--- src/rtl/rgb2raw.sv ---
// Bayer mosaic encoder: one RGB pixel in, one 10-bit raw sample out, selected by the GR/BG phase at (col,row).
// Optional build macro RGB2RAW_PATTERN_EN adds the pattern_en port and an internal 8-bar colour-bar source.
module rgb2raw #(
  parameter int COLS = 1280,
  parameter int ROWS = 1024
) (
  input  logic       clk,
  input  logic       aclr,
  input  logic       data_valid,
  input  logic       sof,
  input  logic [9:0] r_in,
  input  logic [9:0] g_in,
  input  logic [9:0] b_in,
`ifdef RGB2RAW_PATTERN_EN
  input  logic       pattern_en,
`endif
  output logic       data_valid_out,
  output logic [9:0] data_out,
  output logic       line_end,
  output logic       frame_end
);

  localparam logic [10:0] COL_LAST = 11'(COLS - 1);
  localparam logic [10:0] ROW_LAST = 11'(ROWS - 1);

  logic [10:0] col_q, col_d, row_q, row_d;
  logic [10:0] col_cur_s, row_cur_s;
  logic        col_last_s, row_last_s;
  logic [9:0]  pix_r_s, pix_g_s, pix_b_s;
  logic [9:0]  sample_s;

  // A qualified sof forces the current pixel to (0,0) before selection and increment.
  always_comb begin
    col_cur_s  = col_q;
    row_cur_s  = row_q;
    if (sof) begin
      col_cur_s = 11'd0;
      row_cur_s = 11'd0;
    end else begin
      col_cur_s = col_q;
      row_cur_s = row_q;
    end
    col_last_s = (col_cur_s == COL_LAST);
    row_last_s = (row_cur_s == ROW_LAST);
    col_d      = col_q;
    row_d      = row_q;
    if (data_valid) begin
      if (col_last_s) begin
        col_d = 11'd0;
        row_d = row_last_s ? 11'd0 : row_cur_s + 11'd1;
      end else begin
        col_d = col_cur_s + 11'd1;
        row_d = row_cur_s;
      end
    end else begin
      col_d = col_q;
      row_d = row_q;
    end
  end

  always_ff @(posedge clk or negedge aclr) begin
    if (!aclr) begin
      col_q <= 11'd0;
      row_q <= 11'd0;
    end else begin
      col_q <= col_d;
      row_q <= row_d;
    end
  end

`ifdef RGB2RAW_PATTERN_EN
  // With fewer than 8 columns every bar but the last is empty, so start in bar 7.
  localparam logic [2:0]  BAR_FIRST = (COLS / 8 > 0) ? 3'd0 : 3'd7;
  localparam logic [10:0] BAR_W_M1  = 11'(((COLS / 8 > 0) ? COLS / 8 : 1) - 1);

  logic [2:0]  bar_q, bar_d, bar_cur_s;
  logic [10:0] inbar_q, inbar_d, inbar_cur_s;

  always_comb begin
    bar_cur_s   = sof ? BAR_FIRST : bar_q;
    inbar_cur_s = sof ? 11'd0 : inbar_q;
    bar_d       = bar_q;
    inbar_d     = inbar_q;
    if (data_valid) begin
      if (col_last_s) begin
        bar_d   = BAR_FIRST;
        inbar_d = 11'd0;
      end else if ((bar_cur_s != 3'd7) && (inbar_cur_s == BAR_W_M1)) begin
        bar_d   = bar_cur_s + 3'd1;
        inbar_d = 11'd0;
      end else begin
        bar_d   = bar_cur_s;
        inbar_d = inbar_cur_s + 11'd1;
      end
    end else begin
      bar_d   = bar_q;
      inbar_d = inbar_q;
    end
    if (pattern_en) begin
      pix_r_s = {10{bar_cur_s[2]}};
      pix_g_s = {10{bar_cur_s[1]}};
      pix_b_s = {10{bar_cur_s[0]}};
    end else begin
      pix_r_s = r_in;
      pix_g_s = g_in;
      pix_b_s = b_in;
    end
  end

  always_ff @(posedge clk or negedge aclr) begin
    if (!aclr) begin
      bar_q   <= BAR_FIRST;
      inbar_q <= 11'd0;
    end else begin
      bar_q   <= bar_d;
      inbar_q <= inbar_d;
    end
  end
`else
  assign pix_r_s = r_in;
  assign pix_g_s = g_in;
  assign pix_b_s = b_in;
`endif

  // Phase: even row G/R, odd row B/G.
  always_comb begin
    sample_s = pix_g_s;
    case ({row_cur_s[0], col_cur_s[0]})
      2'b00:   sample_s = pix_g_s;
      2'b01:   sample_s = pix_r_s;
      2'b10:   sample_s = pix_b_s;
      2'b11:   sample_s = pix_g_s;
      default: sample_s = pix_g_s;
    endcase
  end

  always_ff @(posedge clk or negedge aclr) begin
    if (!aclr) begin
      data_valid_out <= 1'b0;
      data_out       <= 10'd0;
      line_end       <= 1'b0;
      frame_end      <= 1'b0;
    end else if (data_valid) begin
      data_valid_out <= 1'b1;
      data_out       <= sample_s;
      line_end       <= col_last_s;
      frame_end      <= col_last_s & row_last_s;
    end else begin
      data_valid_out <= 1'b0;
      line_end       <= 1'b0;
      frame_end      <= 1'b0;
    end
  end

endmodule

--- config.mk ---
export PLATFORM = sky130hd
export DESIGN_NAME = rgb2raw
export DESIGN_NICKNAME = d
export VERILOG_FILES = /design/src/rtl/rgb2raw.sv
export SDC_FILE = /design/constraint.sdc
export NUM_CORES = 1
export LEC_CHECK = 0
export CAP_MARGIN = 40
export CORE_MARGIN = 2
export CORE_UTILIZATION = 45
export CTS_CLUSTER_SIZE = 10
export DETAILED_ROUTE_END_ITERATION = 16
export PLACE_DENSITY = 0.84
export SETUP_SLACK_MARGIN = 0.3
export SLEW_MARGIN = 20
export SYNTH_ARGS = -nofsm -noshare
export SYNTH_HDL_FRONTEND = slang
export SYNTH_SLANG_ARGS = --single-unit
--- constraint.sdc ---
create_clock -name clk -period 3.23 [get_ports clk]
set_clock_uncertainty 0.05 [all_clocks]
set_input_delay 0.646 -clock clk [delete_from_list [all_inputs] [get_ports clk]]
set_output_delay 0.646 -clock clk [all_outputs]
set_load 0.005 [all_outputs]
### Yosys cells after proc, flatten, opt, wreduce, memory -nomap -nowiden

Index checks and enable logic that the tools add are counted.

* equal/unequal tests: 5
* $add $sub $neg: 2
* bitwise operators: 1
* reductions and logical operators: 2
* muxes and demuxes: 9

Operator list (count)
* $mux 11: 5
* $pmux 10 s3: 1
* $add 11x1->11 const B: 2
* $eq 11x10->1 const B: 1
* $eq 11x11->1 const B: 1
* $eq 2x2->1 const B: 2
* $mux 1: 3
* $eq 2x1->1 const B: 1
* $logic_not 2->1: 1
* $reduce_or 2->1: 1
* $and 1x1->1: 1

* register bits: 35
* bits of input ports: 34
* output and inout bits: 13
* word-level logic and storage cells: 25

### Longest topological paths before layout

* depth in word-level cells: 4
* gate-level depth with buffers: 10
* gate-level depth less buffers: 7

### Least setup slack after synthesis

Ideal clock, no wire load.

* path kind: input to register
* from: in sof
* to: reg row_q[0]
* path slack: 0.609 ns
* buffers on the path: 3
* library setup time: 0.121 ns
* cell stages on the path: 9
* required time: 3.059 ns
* arrival: 2.450 ns
* cell sequence: buf_6 > clkbuf_1 > buf_1 > nor2b_1 > ha_1 > nand4_2 > or4_4 > and3_1 > a22o_1

* cells in the longest elaborated chain, start to end: 4

RTL lines
* from (decl): RTL line 10 `input logic sof,`
* $mux 11: RTL line 36 `if (sof) begin`
* $add 11x1->11 / $eq 11x10->1 (equally long branches): RTL line 50, 44
* $mux 11: RTL line 50 `row_d = row_last_s ? 11'd0 : row_cur_s + 11'd1;`
* $mux 11 (*): RTL line 48 `if (col_last_s) begin`
* to (signal assigned): RTL line 67 `row_q <= row_d;`
* to (decl): RTL line 26 `logic [10:0] col_q, col_d, row_q, row_d;`

Every way passes the cells marked *; elsewhere a longest branch is shown, timed or not.
A chain may end at the register's enable or synchronous reset.

### Worst setup path in the final report

Ends and elaborated chain as after synthesis.

==> metrics.txt <==
worst endpoint required time 3350 ps; FFs w/ async S/R, synth 100.0%; grt ovf 0; crit-path cells clkdlybuf4s50_1, buf_4, nor2b_1, ha_1, nand4_2, or4_4, and3_1, a22o_1; wire per inst 15.31 µm; Routed Wire Length 5098 µm; Post-CTS Setup Bufs 0; RSZ-0062 raised after global routing no; Leak Pwr 1.199 nW; Setup Total Neg Slack 0 ps; via count 1923; cell row count 25; Syn Area/Cell 9.441 µm²; pre-CTS WS 337.7 ps; WS Path Type input pin to flip-flop; worst vdd ir 274.4 µV; IO Port Bufs 46; Post-DRT Antenna Nets 0; M2 GR Usage 33.83%; Synth Register Bits 35; power share of the combinational group 22.9%; GPL Wtd Cong 0.8987; vias in the first global route 1898; WP buf/inv 2; CP delay by family, top simple AND/OR/NAND/NOR gates; final worst slack 644.5 ps; number of synthesized flops with an enable pin 0; via/cell ratio 5.775; synthesis-to-layout area growth 28.88%; Critical R2R Launch row_q[0]; share of cells above drive strength 1 14.70%; slowest CP cell or4_4; synth top area cells dfrtp_1 41%, mux2_2 5.7%, o21ai_0 4.2%; worst min-delay path startpoint data_out[7]; hpwl dp 3682 µm; internal power 786.2 µW; ys flop type dfrtp_1; Least-Margin Pin Slew 738.2 ps; Clock transition at path regs 70 ps; pwr dens 396.6 mW/mm²; Seq pwr share 48.7%; CP arrival 2710 ps; Hold Crit Class flip-flop to flip-flop; Rel. slew slack 50.63%; fmax 0.3868 GHz; Crit Path Max Fanout 15; I/O pin total 47; WP depth 8; clk root buf clkbuf_8; Core Footprint 0.004692 mm²; Hold Vio Cnt, Final 0; antenna violations before repair 0; most frequent cells in the layout 46 x clkdlybuf4s50_1, 35 x dfrtp_1, 18 x o21ai_0; PostCTS Resize Cnt 0; max cap viols 0; initial core utilization 46.08%; final period utilization 80.05%; H-tree depth 2; Syn Inst Count 229; # DRC 0; Syn Std Cell Area 0.002162 mm²; Synthesis Warnings 0; die height 73.32 µm; DRT Pass-1 Iters 4; met3 usage 4.527%; fin nets 316; reg2reg path depth 7; outcome finished clean; Sink Count 35; Clk Latency, worst-skew pair 290 ps; met1 Use GR 28.57%; endpoints failing setup 0; Die W 73.32 µm; Netlist cell types 51; min Tclk post-route 2586 ps; Die Area 0.005375 mm²; global-route wire length before repair 8873 µm; cts bufs inserted 5; CTS Hold Bufs 0; NetSw 318.9 µW; GRT Total Usage 21.35%; pins over their slew limit 0; ANT cells 0; Post-Syn Nets 267; Switching Fraction 28.86%; Critical Path Start Type input pin; TritonCTS clock tree built; Critical path origin sof; commonest non-fill, non-tap cell in the layout clkdlybuf4s50_1; Initial DRC Count 138; largest net degree at the start of global routing 36; Worst path max stage delay 460 ps; CP endpoint kind flip-flop; Synth area leader dfrtp_1; most used routing layer in global routing met2; WHS Path Cells 1; area share of the largest cell type after synthesis 40.51%; clock network power share 28.3%; sequential fraction of the synthesis area 40.51%; hold slack 460.1 ps; clock tree buffer depth 2
-- Yosys cell counts, types with 2 or more instances --
cell type and n:
buf_1 3, a31o_2 2, a21oi_1 7, o21ai_0 18
a41oi_1 3, and3_1 5, inv_1 17, o32ai_1 2
nor4_1 2, o22ai_1 6, a22oi_1 10, a22o_1 2
nor3b_1 2, a31oi_1 3, nand2_1 16, dfrtp_1 35
or3_1 2, a21o_1 2, mux2_2 11, nand4_1 4
mux2i_1 6, nand2b_1 3, ha_1 4, nor2b_1 10
nand4b_1 2, clkbuf_1 9, nor3_1 5, nand4_2 2
nand3_1 5, nor2_1 10
-- power by group through the flow --
stage	Combinational, mW	Clock, mW	Sequential, mW
2_1_floorplan	0.132	0	0.538
3_3_place_gp	0.246	0	0.543
3_5_place_dp	0.253	0	0.546
4_1_cts	0.254	0.323	0.538
5_1_grt	0.280	0.341	0.546
6_report	0.254	0.313	0.538
-- registers in the layout, summed over array words and instances (netlist names) --
register        count
line_end            1
data_out           10
data_valid_out      1
row_q              11
col_q              11
frame_end           1
-- worst register-to-register path, stage by stage, from the launching register on --
cell and delay, ps:
dfrtp_1 420, nand2b_1 120, inv_1 100, ha_1 210, nand4_2 170, or4_4 460, and3_1 200, a22o_1 240
-- metrics by stage --
stage | util, % | std cells | total power [mW] | cell area (µm²)
floorplan | - | 229 | 0.6699 | 2162
global route | 59.39 | 333 | 1.167 | 2786
detailed placement | 57.57 | 325 | 0.7988 | 2701
global placement | 57.57 | 325 | 0.7895 | 2701
CTS | 59.39 | 333 | 1.115 | 2786
finish | 59.39 | 333 | 1.105 | 2786
-- worst paths after layout --
| kind | to | slack [ps] |
|---|---|---|
| max reg2reg | row_q[0] | 1160 |
| min in group asynchronous | data_out[1] | 720 |
| min | data_out[7] | 460 |
| max | row_q[0] | 640 |
| min reg2reg | data_out[7] | 460 |
| max in group asynchronous | row_q[8] | 2090 |
-- metal layers --
| layer | up-vias | share of wire [%] |
|---|---|---|
| li1 | 936 | - |
| met1 | 932 | 44 |
| met2 | 44 | 50 |
| met3 | 11 | 3.9 |
| met4 | 0 | 2.1 |
| met5 | - | 0 |
-- layout make-up --
cell class,count,area [µm²]
inverters,17,63.81
clock inverters,2,12.51
multi-input cells,163,1159
fillers,389,1906
flip-flops and latches,35,875.8
repair buffers,56,535.5
well taps,54,67.56
clock buffers,6,72.57
-- logic make-up (layout without fill, tap and decap cells) --
family                     after synthesis  count (layout)  share of synthesized area, %
and+or+nand+nor                         81              81                         24.19
AOI/OAI and AO/OA                       61              61                         18.58
DFF                                     35              35                         40.51
buffers and inverters                   31              81                         5.903
muxes                                   17              17                         8.507
adders and majority gates                4               4                         2.315
Note: power is estimated with default switching activity, not from simulation.
